<file path="src/rtl/tone_sequencer.sv">
// Programmable note-table sequencer producing a full-scale/zero square-wave duty value
// for the PWM serializer, with start/stop/loop control and a completion pulse.
module tone_sequencer #(
    parameter int unsigned NOTE_COUNT = 32,
    parameter int unsigned HALF_WIDTH = 18,
    parameter int unsigned DUR_WIDTH  = 24,
    parameter logic [9:0]  DUTY_HIGH  = 10'd1023
) (
    input  logic                          clk,
    input  logic                          reset,
    input  logic                          start,
    input  logic                          stop,
    input  logic                          loop,
    input  logic                          wr_en,
    input  logic [$clog2(NOTE_COUNT)-1:0] wr_addr,
    input  logic [HALF_WIDTH-1:0]         wr_half,
    input  logic [DUR_WIDTH-1:0]          wr_dur,
    output logic [9:0]                    duty_cycle,
    output logic                          busy,
    output logic [$clog2(NOTE_COUNT)-1:0] note_index,
    output logic                          done
);

    localparam int unsigned IDX_WIDTH = $clog2(NOTE_COUNT);

    typedef enum logic [1:0] {
        S_IDLE,
        S_LOAD,
        S_PLAY,
        S_DONE
    } state_t;

    state_t                 state_q,    state_d;
    logic [HALF_WIDTH-1:0]  half_tbl_q [NOTE_COUNT];
    logic [HALF_WIDTH-1:0]  half_tbl_d [NOTE_COUNT];
    logic [DUR_WIDTH-1:0]   dur_tbl_q  [NOTE_COUNT];
    logic [DUR_WIDTH-1:0]   dur_tbl_d  [NOTE_COUNT];
    logic [IDX_WIDTH-1:0]   index_q,    index_d;
    logic [HALF_WIDTH-1:0]  half_q,     half_d;
    logic [HALF_WIDTH-1:0]  half_cnt_q, half_cnt_d;
    logic [DUR_WIDTH-1:0]   dur_cnt_q,  dur_cnt_d;
    logic                   phase_q,    phase_d;
    logic [9:0]             duty_q,     duty_d;
    logic                   busy_q,     busy_d;
    logic                   done_q,     done_d;

    logic [HALF_WIDTH-1:0]  entry_half;
    logic [DUR_WIDTH-1:0]   entry_dur;
    logic                   last_entry;

    assign entry_half = half_tbl_q[index_q];
    assign entry_dur  = dur_tbl_q[index_q];
    assign last_entry = (index_q == IDX_WIDTH'(NOTE_COUNT - 1));

    always_comb begin
        half_tbl_d = half_tbl_q;
        dur_tbl_d  = dur_tbl_q;
        if (wr_en && !busy_q) begin
            half_tbl_d[wr_addr] = wr_half;
            dur_tbl_d[wr_addr]  = wr_dur;
        end
    end

    always_comb begin
        state_d    = state_q;
        index_d    = index_q;
        half_d     = half_q;
        half_cnt_d = half_cnt_q;
        dur_cnt_d  = dur_cnt_q;
        phase_d    = phase_q;

        if (stop) begin
            state_d = S_IDLE;
            phase_d = 1'b0;
        end else begin
            case (state_q)
                S_IDLE: begin
                    if (start) begin
                        index_d = '0;
                        state_d = S_LOAD;
                    end
                end

                S_LOAD: begin
                    if (entry_dur == '0) begin
                        // Wrap only from a nonzero index so an empty table still finishes.
                        if (loop && (index_q != '0)) begin
                            index_d = '0;
                        end else begin
                            state_d = S_DONE;
                        end
                    end else begin
                        dur_cnt_d  = entry_dur - DUR_WIDTH'(1);
                        half_cnt_d = '0;
                        half_d     = entry_half;
                        phase_d    = (entry_half != '0);
                        state_d    = S_PLAY;
                    end
                end

                S_PLAY: begin
                    if (dur_cnt_q == '0) begin
                        if (last_entry) begin
                            if (loop) begin
                                index_d = '0;
                                state_d = S_LOAD;
                            end else begin
                                state_d = S_DONE;
                            end
                        end else begin
                            index_d = index_q + IDX_WIDTH'(1);
                            state_d = S_LOAD;
                        end
                    end else begin
                        dur_cnt_d = dur_cnt_q - DUR_WIDTH'(1);
                    end

                    if (half_q != '0) begin
                        if (half_cnt_q == half_q - HALF_WIDTH'(1)) begin
                            phase_d    = ~phase_q;
                            half_cnt_d = '0;
                        end else begin
                            half_cnt_d = half_cnt_q + HALF_WIDTH'(1);
                        end
                    end
                end

                S_DONE: begin
                    state_d = S_IDLE;
                end

                default: begin
                    state_d = S_IDLE;
                end
            endcase
        end
    end

    // Outputs are registered copies of the decode of the next state.
    always_comb begin
        duty_d = (state_d == S_PLAY && phase_d) ? DUTY_HIGH : '0;
        busy_d = (state_d == S_LOAD) || (state_d == S_PLAY);
        done_d = (state_d == S_DONE);
    end

    always_ff @(posedge clk) begin
        if (reset) begin
            state_q    <= S_IDLE;
            index_q    <= '0;
            half_q     <= '0;
            half_cnt_q <= '0;
            dur_cnt_q  <= '0;
            phase_q    <= 1'b0;
            duty_q     <= '0;
            busy_q     <= 1'b0;
            done_q     <= 1'b0;
            for (int unsigned i = 0; i < NOTE_COUNT; i++) begin
                half_tbl_q[i] <= '0;
                dur_tbl_q[i]  <= '0;
            end
        end else begin
            state_q    <= state_d;
            index_q    <= index_d;
            half_q     <= half_d;
            half_cnt_q <= half_cnt_d;
            dur_cnt_q  <= dur_cnt_d;
            phase_q    <= phase_d;
            duty_q     <= duty_d;
            busy_q     <= busy_d;
            done_q     <= done_d;
            half_tbl_q <= half_tbl_d;
            dur_tbl_q  <= dur_tbl_d;
        end
    end

    assign duty_cycle = duty_q;
    assign busy       = busy_q;
    assign done       = done_q;
    assign note_index = index_q;

endmodule

</file>
<file path="config.mk">
export PLATFORM = sky130hd
export DESIGN_NAME = tone_sequencer
export DESIGN_NICKNAME = d
export VERILOG_FILES = /design/src/rtl/tone_sequencer.sv
export SDC_FILE = /design/constraint.sdc
export NUM_CORES = 2
export LEC_CHECK = 0
export ABC_CLOCK_PERIOD_IN_PS = 4280
export BUFFER_PORTS_ARGS = -buffer_cell sky130_fd_sc_hd__buf_2
export CORE_ASPECT_RATIO = 1.75
export CORE_MARGIN = 1
export CORE_UTILIZATION = 45
export DETAILED_ROUTE_END_ITERATION = 16
export PLACE_DENSITY_LB_ADDON = 0.25
export SYNTH_ARGS = -nofsm -noshare
export SYNTH_HDL_FRONTEND = slang
export SYNTH_SLANG_ARGS = --single-unit
</file>
<file path="constraint.sdc">
create_clock -name clk -period 4.28 [get_ports clk]
set_clock_uncertainty 0.1 [all_clocks]
set_input_delay 0.642 -clock clk [delete_from_list [all_inputs] [get_ports clk]]
set_output_delay 0.642 -clock clk [all_outputs]
set_load 0.02 [all_outputs]
</file>
# Yosys cells after proc, flatten, opt, wreduce, memory -nomap -nowiden
# Index checks and enable logic that the tools add are counted.
# classes
addsub	5
n_reduce_logical	18
eq_ne	16
bitwise_logic	5
magnitude_cmp	3
muxes	40
# ops
op	n
$bwmux 768	1
$bwmux 576	1
$bmux 24 s5	1
$demux 24 s5	1
$mux 24	5
$mux 18	6
$bmux 18 s5	1
$demux 18 s5	1
$logic_not 24->1	2
$pmux 24 s2	1
$sub 24x1->24 const B	2
$pmux 18 s2	1
$reduce_bool 18->1	2
$mux 5	6
$add 18x1->18 const B	1
$eq 18x18->1	1
$sub 18x1->18 const B	1
$pmux 5 s3	1
$mux 2	7
$ne 2x2->1 const B	7
$ge 6x6->1 const B	2
$not 5->6	2
$mux 10	1
$eq 2x2->1 const B	4
other kinds (19)	29
# word_totals
register_bits	1424
inputBits	53

# Longest topological paths before layout
# depth
depth_word	11
depth_mapped	21

# Worst setup path before layout
# Ideal clock, no wire load.
# synth_path
path_type	flip-flop to flip-flop
from	register index_q[2] (netlist: note_index[2])
to	register busy_q (netlist: busy)
stages_incl_launch_ff	15
slack_ns	0.115
arrival_ns	3.999
setup_time_ns	0.067
period_less_slack_ns	4.165
path_cell_list	dfxtp_1 buf_2 buf_1 buf_1 mux4_2 a22oi_1 nand3_1 o41a_1 or4_4 nor4_4 nand3_2 buf_2 a21o_1 ha_1 nor2_1
# synth_via
elab_chain_len	10
elab_cells_between_ends	17
# synth_lines
element	line_no	rtl
start, declared	38	logic [IDX_WIDTH-1:0] index_q, index_d;
start signal, assigned	163	index_q <= index_d;
$not 5->6 (implied by the code)	52	assign entry_dur = dur_tbl_q[index_q];
$bmux 24 s5	52	
$mux 24 (implied by the code) (2 in a row)	52	
$logic_not 24->1	85	if (entry_dur == '0) begin
$mux 2	85	
$pmux 2 s4 (*)	76	case (state_q)
$mux 2 (*)	72	if (stop) begin
$eq 2x1->1 / $eq 2x2->1 (equally long branches)	142	busy_d = (state_d == S_LOAD) || (state_d == S_PLAY);
$logic_or 1x1->1 (*)	142	
end signal, assigned	169	busy_q <= busy_d;
end, declared	44	logic busy_q, busy_d;
# Every way passes the cells marked *; elsewhere a longest branch is shown, timed or not. The select of a mux whose other input is x is not followed.
# A chain may end at the register's enable or synchronous reset.

# Final worst setup path
# layout_path
from	register index_q[0] (netlist: note_index[0])
to	register half_cnt_q[17]
# layout_via
elab_chain_len	7
# layout_lines
element	line_no	rtl
$not 5->6 (implied by the code)	52	
$bmux 24 s5	52	
$mux 24 (implied by the code) (2 in a row)	52	
$logic_not 24->1	85	
$ne 2x2->1 (no source line)	n/a	
$reduce_and 4->1 (no source line)	n/a	
end signal, assigned	165	half_cnt_q <= half_cnt_d;
end, declared	40	logic [HALF_WIDTH-1:0] half_cnt_q, half_cnt_d;
# No other way between the ends. The select of a mux whose other input is x is not followed.

==> results list <==
- The run finished, with violations left.
- The checks that failed: negative setup slack.
- Placed Cells: roughly 9000
- Delay of the slowest cell on the worst path: approximately 500 ps
- The biggest area contributor in the post-synthesis netlist is dfxtp_1.
- Met2 routing resource usage after global routing: between 50% and 60%
- Commonest cells in the synthesized netlist: nand2_1 (2826), dfxtp_1 (1415), a21oi_1 (1397)
* CORE AREA: 137000 um2
* Signed area change from the synthesized netlist to the final layout: 12.4%
- Count of buffers inserted at the top-level ports: slightly below 70
* Max Freq: between 200 and 250 MHz
- Setup repair after global routing missed its margin: yes
- By instance count, the leading cell after synthesis is nand2_1.
* Combined buffer and inverter count along the critical path: 7
* Critical path startpoint category: register
- Cell-by-cell trace of the critical path: buf_12 -> buf_12 -> buf_4 -> mux4_2 -> a22o_1 -> a2111oi_2 -> buf_4 -> o22ai_1 -> nor4_4 -> buf_4 -> nand4_1 -> buf_6 -> nor3_4 -> buf_6 -> nor2_2 -> a32o_1
- The H-tree generated during clock tree synthesis spans 3 levels.
- Most used cell, CP: buf_4
* TritonCTS clock tree: done
- Counting every sink on the clock net gives 1415.
- Antenna violations before repair: 15
- Entering global routing, the biggest net connects around 210 pins.
* Kind of end point of the critical path: register
* Aggregate negative setup slack: -102 ps
* Number of placement rows: 180
* Starting density of the core: 45.3%
- The routed layout has approximately 57000 vias.
- After the flow finishes, the layout carries non-filler instances totaling about 9400.
- After synthesis, the netlist uses 86 different library cells.
- Number of enable-type register cells in the synthesized netlist: 0
- Counting every instance in the synthesized netlist gives between 7000 and 8000.
- Drc violations: 0
- At the placement stage, the worst setup path has a slack of -317 ps.
- Full die area: 140000 um2
- The worst path uses 100% of the clock period.
* Worst-path cell with the longest stage delay: mux4_2
* Netlist Area Pre-Place: between 60000 and 70000 um2
- Deepest clock path buffer count: 3
- Final hold viol count: 0
- Headroom to the max-slew limit: between 20% and 30%
- Setup CP Type: reg2reg
- Clock transition at the registers of the reported paths: 70 ps
* Met1 layer usage reported by global route: between 30% and 40%
- Reg-to-reg critical path startpoint: note_index[0]
- Dividing the detail-routed wire length by the instance count gives 26.7 um.
- Number of maximum-capacitance violations: 0
- Average via count per standard cell: about 6.0
- Along the worst path, the maximum fanout reaches 16.
* Total global routing track utilization: 34.9%
- For this run, global-route usage on met3 was measured as a little over 6%.
- Worst slew pin tran: 1190 ps
* Most Crowded Layer GR: met2
- 70 I/O pins were placed.
- Summed over all layers, the routed wires come to 251000 um.
* Async set-or-reset flop fraction in the synthesized netlist: 0%
- For this run, the number of Yosys warnings is 0.
- Min Clock Period, post-route: around 4300 ps
* Remaining antenna violation count after routing: 0
* Flip-flop cell with the highest count after synthesis: dfxtp_1
* Wire length of the first global-routing pass: around 360000 um
- Dividing the synthesized area by the synthesized cell count gives between 8 and 9 um2.
- Total gr overflow: 0
- Clock root buffer: clkbuf_16
- Width of the chip: roughly 280 um
- The startpoint identified for the worst hold timing path is stop.
- The congestion estimate from routability-driven global placement came to between 0.9 and 1.
* Flop-to-flop setup slack: -20 ps
- Buffers inserted during clock tree synthesis total around 120.
* Power per cell area: between 300 and 400 nW/um2
* Final worst slack: -20.7 ps
- Net count reported at finish: approximately 7500
- Reported leakage power: 22.3 nW
- Net Count, Synth: between 7000 and 8000
- DRC marker count from the first detailed-route iteration: approximately 6000
* Vias in the first global route: 54600
* Worst Path Required: 4820 ps
* Count of final max-slew check failures: 0
- Proportion of synthesized chip area in sequential cells: between 40% and 50%
- The floorplan step set the die height to ~490 um.
* Family with the most delay on the worst path: buffers and inverters
- Area share of the leading cell type in the synthesized netlist: approximately 45%
* Number of iterations in the first detailed-routing pass: 6
- Worst ir drop on vdd: 0.351 mV
- Number of synthesized register bits: about 1400
- Min-delay worst type: in2reg
- For the worst-skew pair, the clock arrives at the later sink with an insertion delay of roughly 780 ps.
- Data on the critical path arrives at its endpoint at slightly below 5000 ps.
- Synth top area cells: dfxtp_1 (45%), nand2_1 (17%), a21oi_1 (11%), mux4_2 (8.5%), clkbuf_1 (3.7%)
* Share of final-layout standard cells stronger than drive strength 1: between 10% and 20%
- The most critical setup path has its startpoint at note_index[0].
- Post-detailed-placement half-perimeter wirelength: roughly 150000 um
* Final number of setup-violating endpoints: 7
-- path summary, 6_finish.rpt --
check                                 endpoint  cells past startpoint
worst max-delay path            half_cnt_q[17]                     16
worst min-delay path                   phase_q                      2
worst min register to register  half_tbl_q[51]                      2
worst max register to register  half_cnt_q[17]                     16
-- flip-flops by register name (all words and copies together), names as in the netlist --
| register | count |
|---|---|
| note_index | 5 |
| duty_cycle | 1 |
| done | 1 |
| busy | 1 |
| dur_tbl_q | 768 |
| half_tbl_q | 576 |
| half_cnt_q | 18 |
| dur_cnt_q | 24 |
| phase_q | 1 |
| half_q | 18 |
| state_q | 2 |
-- layout make-up --
cell class	instances	area, um2
Antenna cell	15	37.5
Multi-Input combinational cell	5498	31300
Clock buffer	180	3650
Clock inverter	45	587
Sequential cell	1415	28300
Timing Repair Buffer	406	3720
Fill cell	13000	67400
Inverter	25	93.8
Tap cell	1820	2280
-- stage by stage --
stage                     util [%]  cell area, um2  hold WS, ps  power [W]
after floorplan                  -           62300          332     0.0143
after global placement        47.6           65400          338     0.0147
after detailed placement      47.6           65400          343     0.0147
after CTS                     50.7           69700          184     0.0264
after global routing          50.9           70000          233     0.0270
final                         51.0           70000          248     0.0264
-- placed cells by master, fill, tap and decap left out, types with 21 or more instances in the layout --
| master | synthesis | routed |
|---|---|---|
| a21oi_1 | 1397 | 1396 |
| a221oi_1 | 26 | 25 |
| a22o_1 | 24 | 24 |
| a22oi_1 | 41 | 41 |
| buf_12 | 0 | 58 |
| buf_2 | 36 | 68 |
| buf_4 | 39 | 268 |
| clkbuf_1 | 607 | 22 |
| clkbuf_16 | 0 | 126 |
| clkbuf_8 | 0 | 34 |
| clkinv_2 | 0 | 22 |
| dfxtp_1 | 1415 | 1410 |
| inv_1 | 23 | 23 |
| mux2_2 | 29 | 29 |
| mux2i_1 | 225 | 225 |
| mux4_2 | 234 | 234 |
| nand2_1 | 2826 | 2794 |
| nand3_1 | 36 | 36 |
| nand4_1 | 21 | 21 |
| nor2_1 | 130 | 97 |
| nor2_4 | 0 | 34 |
| nor3_1 | 62 | 62 |
| o21ai_0 | 43 | 42 |
| o22ai_1 | 41 | 41 |
| xnor2_1 | 24 | 24 |
-- report_power, final --
group,switching [W],internal [W]
logic,0.000906,0.000264
clock network,0.00522,0.00667
registers,0.0000599,0.0133
total,0.00619,0.0202
-- logic make-up (layout without fill, tap and decap cells) --
| group | Yosys count | after routing | synth area share (%) |
|---|---|---|---|
| AOI/OAI and AO/OA | 1719 | 1719 | 15.2 |
| xor gates and xnor gates | 40 | 40 | 0.562 |
| adders and majority gates | 12 | 12 | 0.241 |
| buffers and inverters | 742 | 656 | 5.04 |
| DFF | 1415 | 1415 | 45.5 |
| muxes | 491 | 491 | 12.7 |
| other | 0 | 15 | 0 |
| and+or+nand+nor | 3235 | 3236 | 20.7 |
-- repair_timing --
action | CTS | global route
setup endpoints to repair | 71 | 69
hold buffers | 0 | 0
setup buffers | 2 | 13
gates resized for setup | 6 | 16
gates cloned | 0 | 3
pin swaps | 0 | 6
-- layer usage --
layer,share of wire (%),wire length (um)
met3,8.5,21400
met5,0.017,43
met4,10,25800
met1,34,84400
met2,48,119000
No activity file was read; power rests on OpenSTA's default activity.
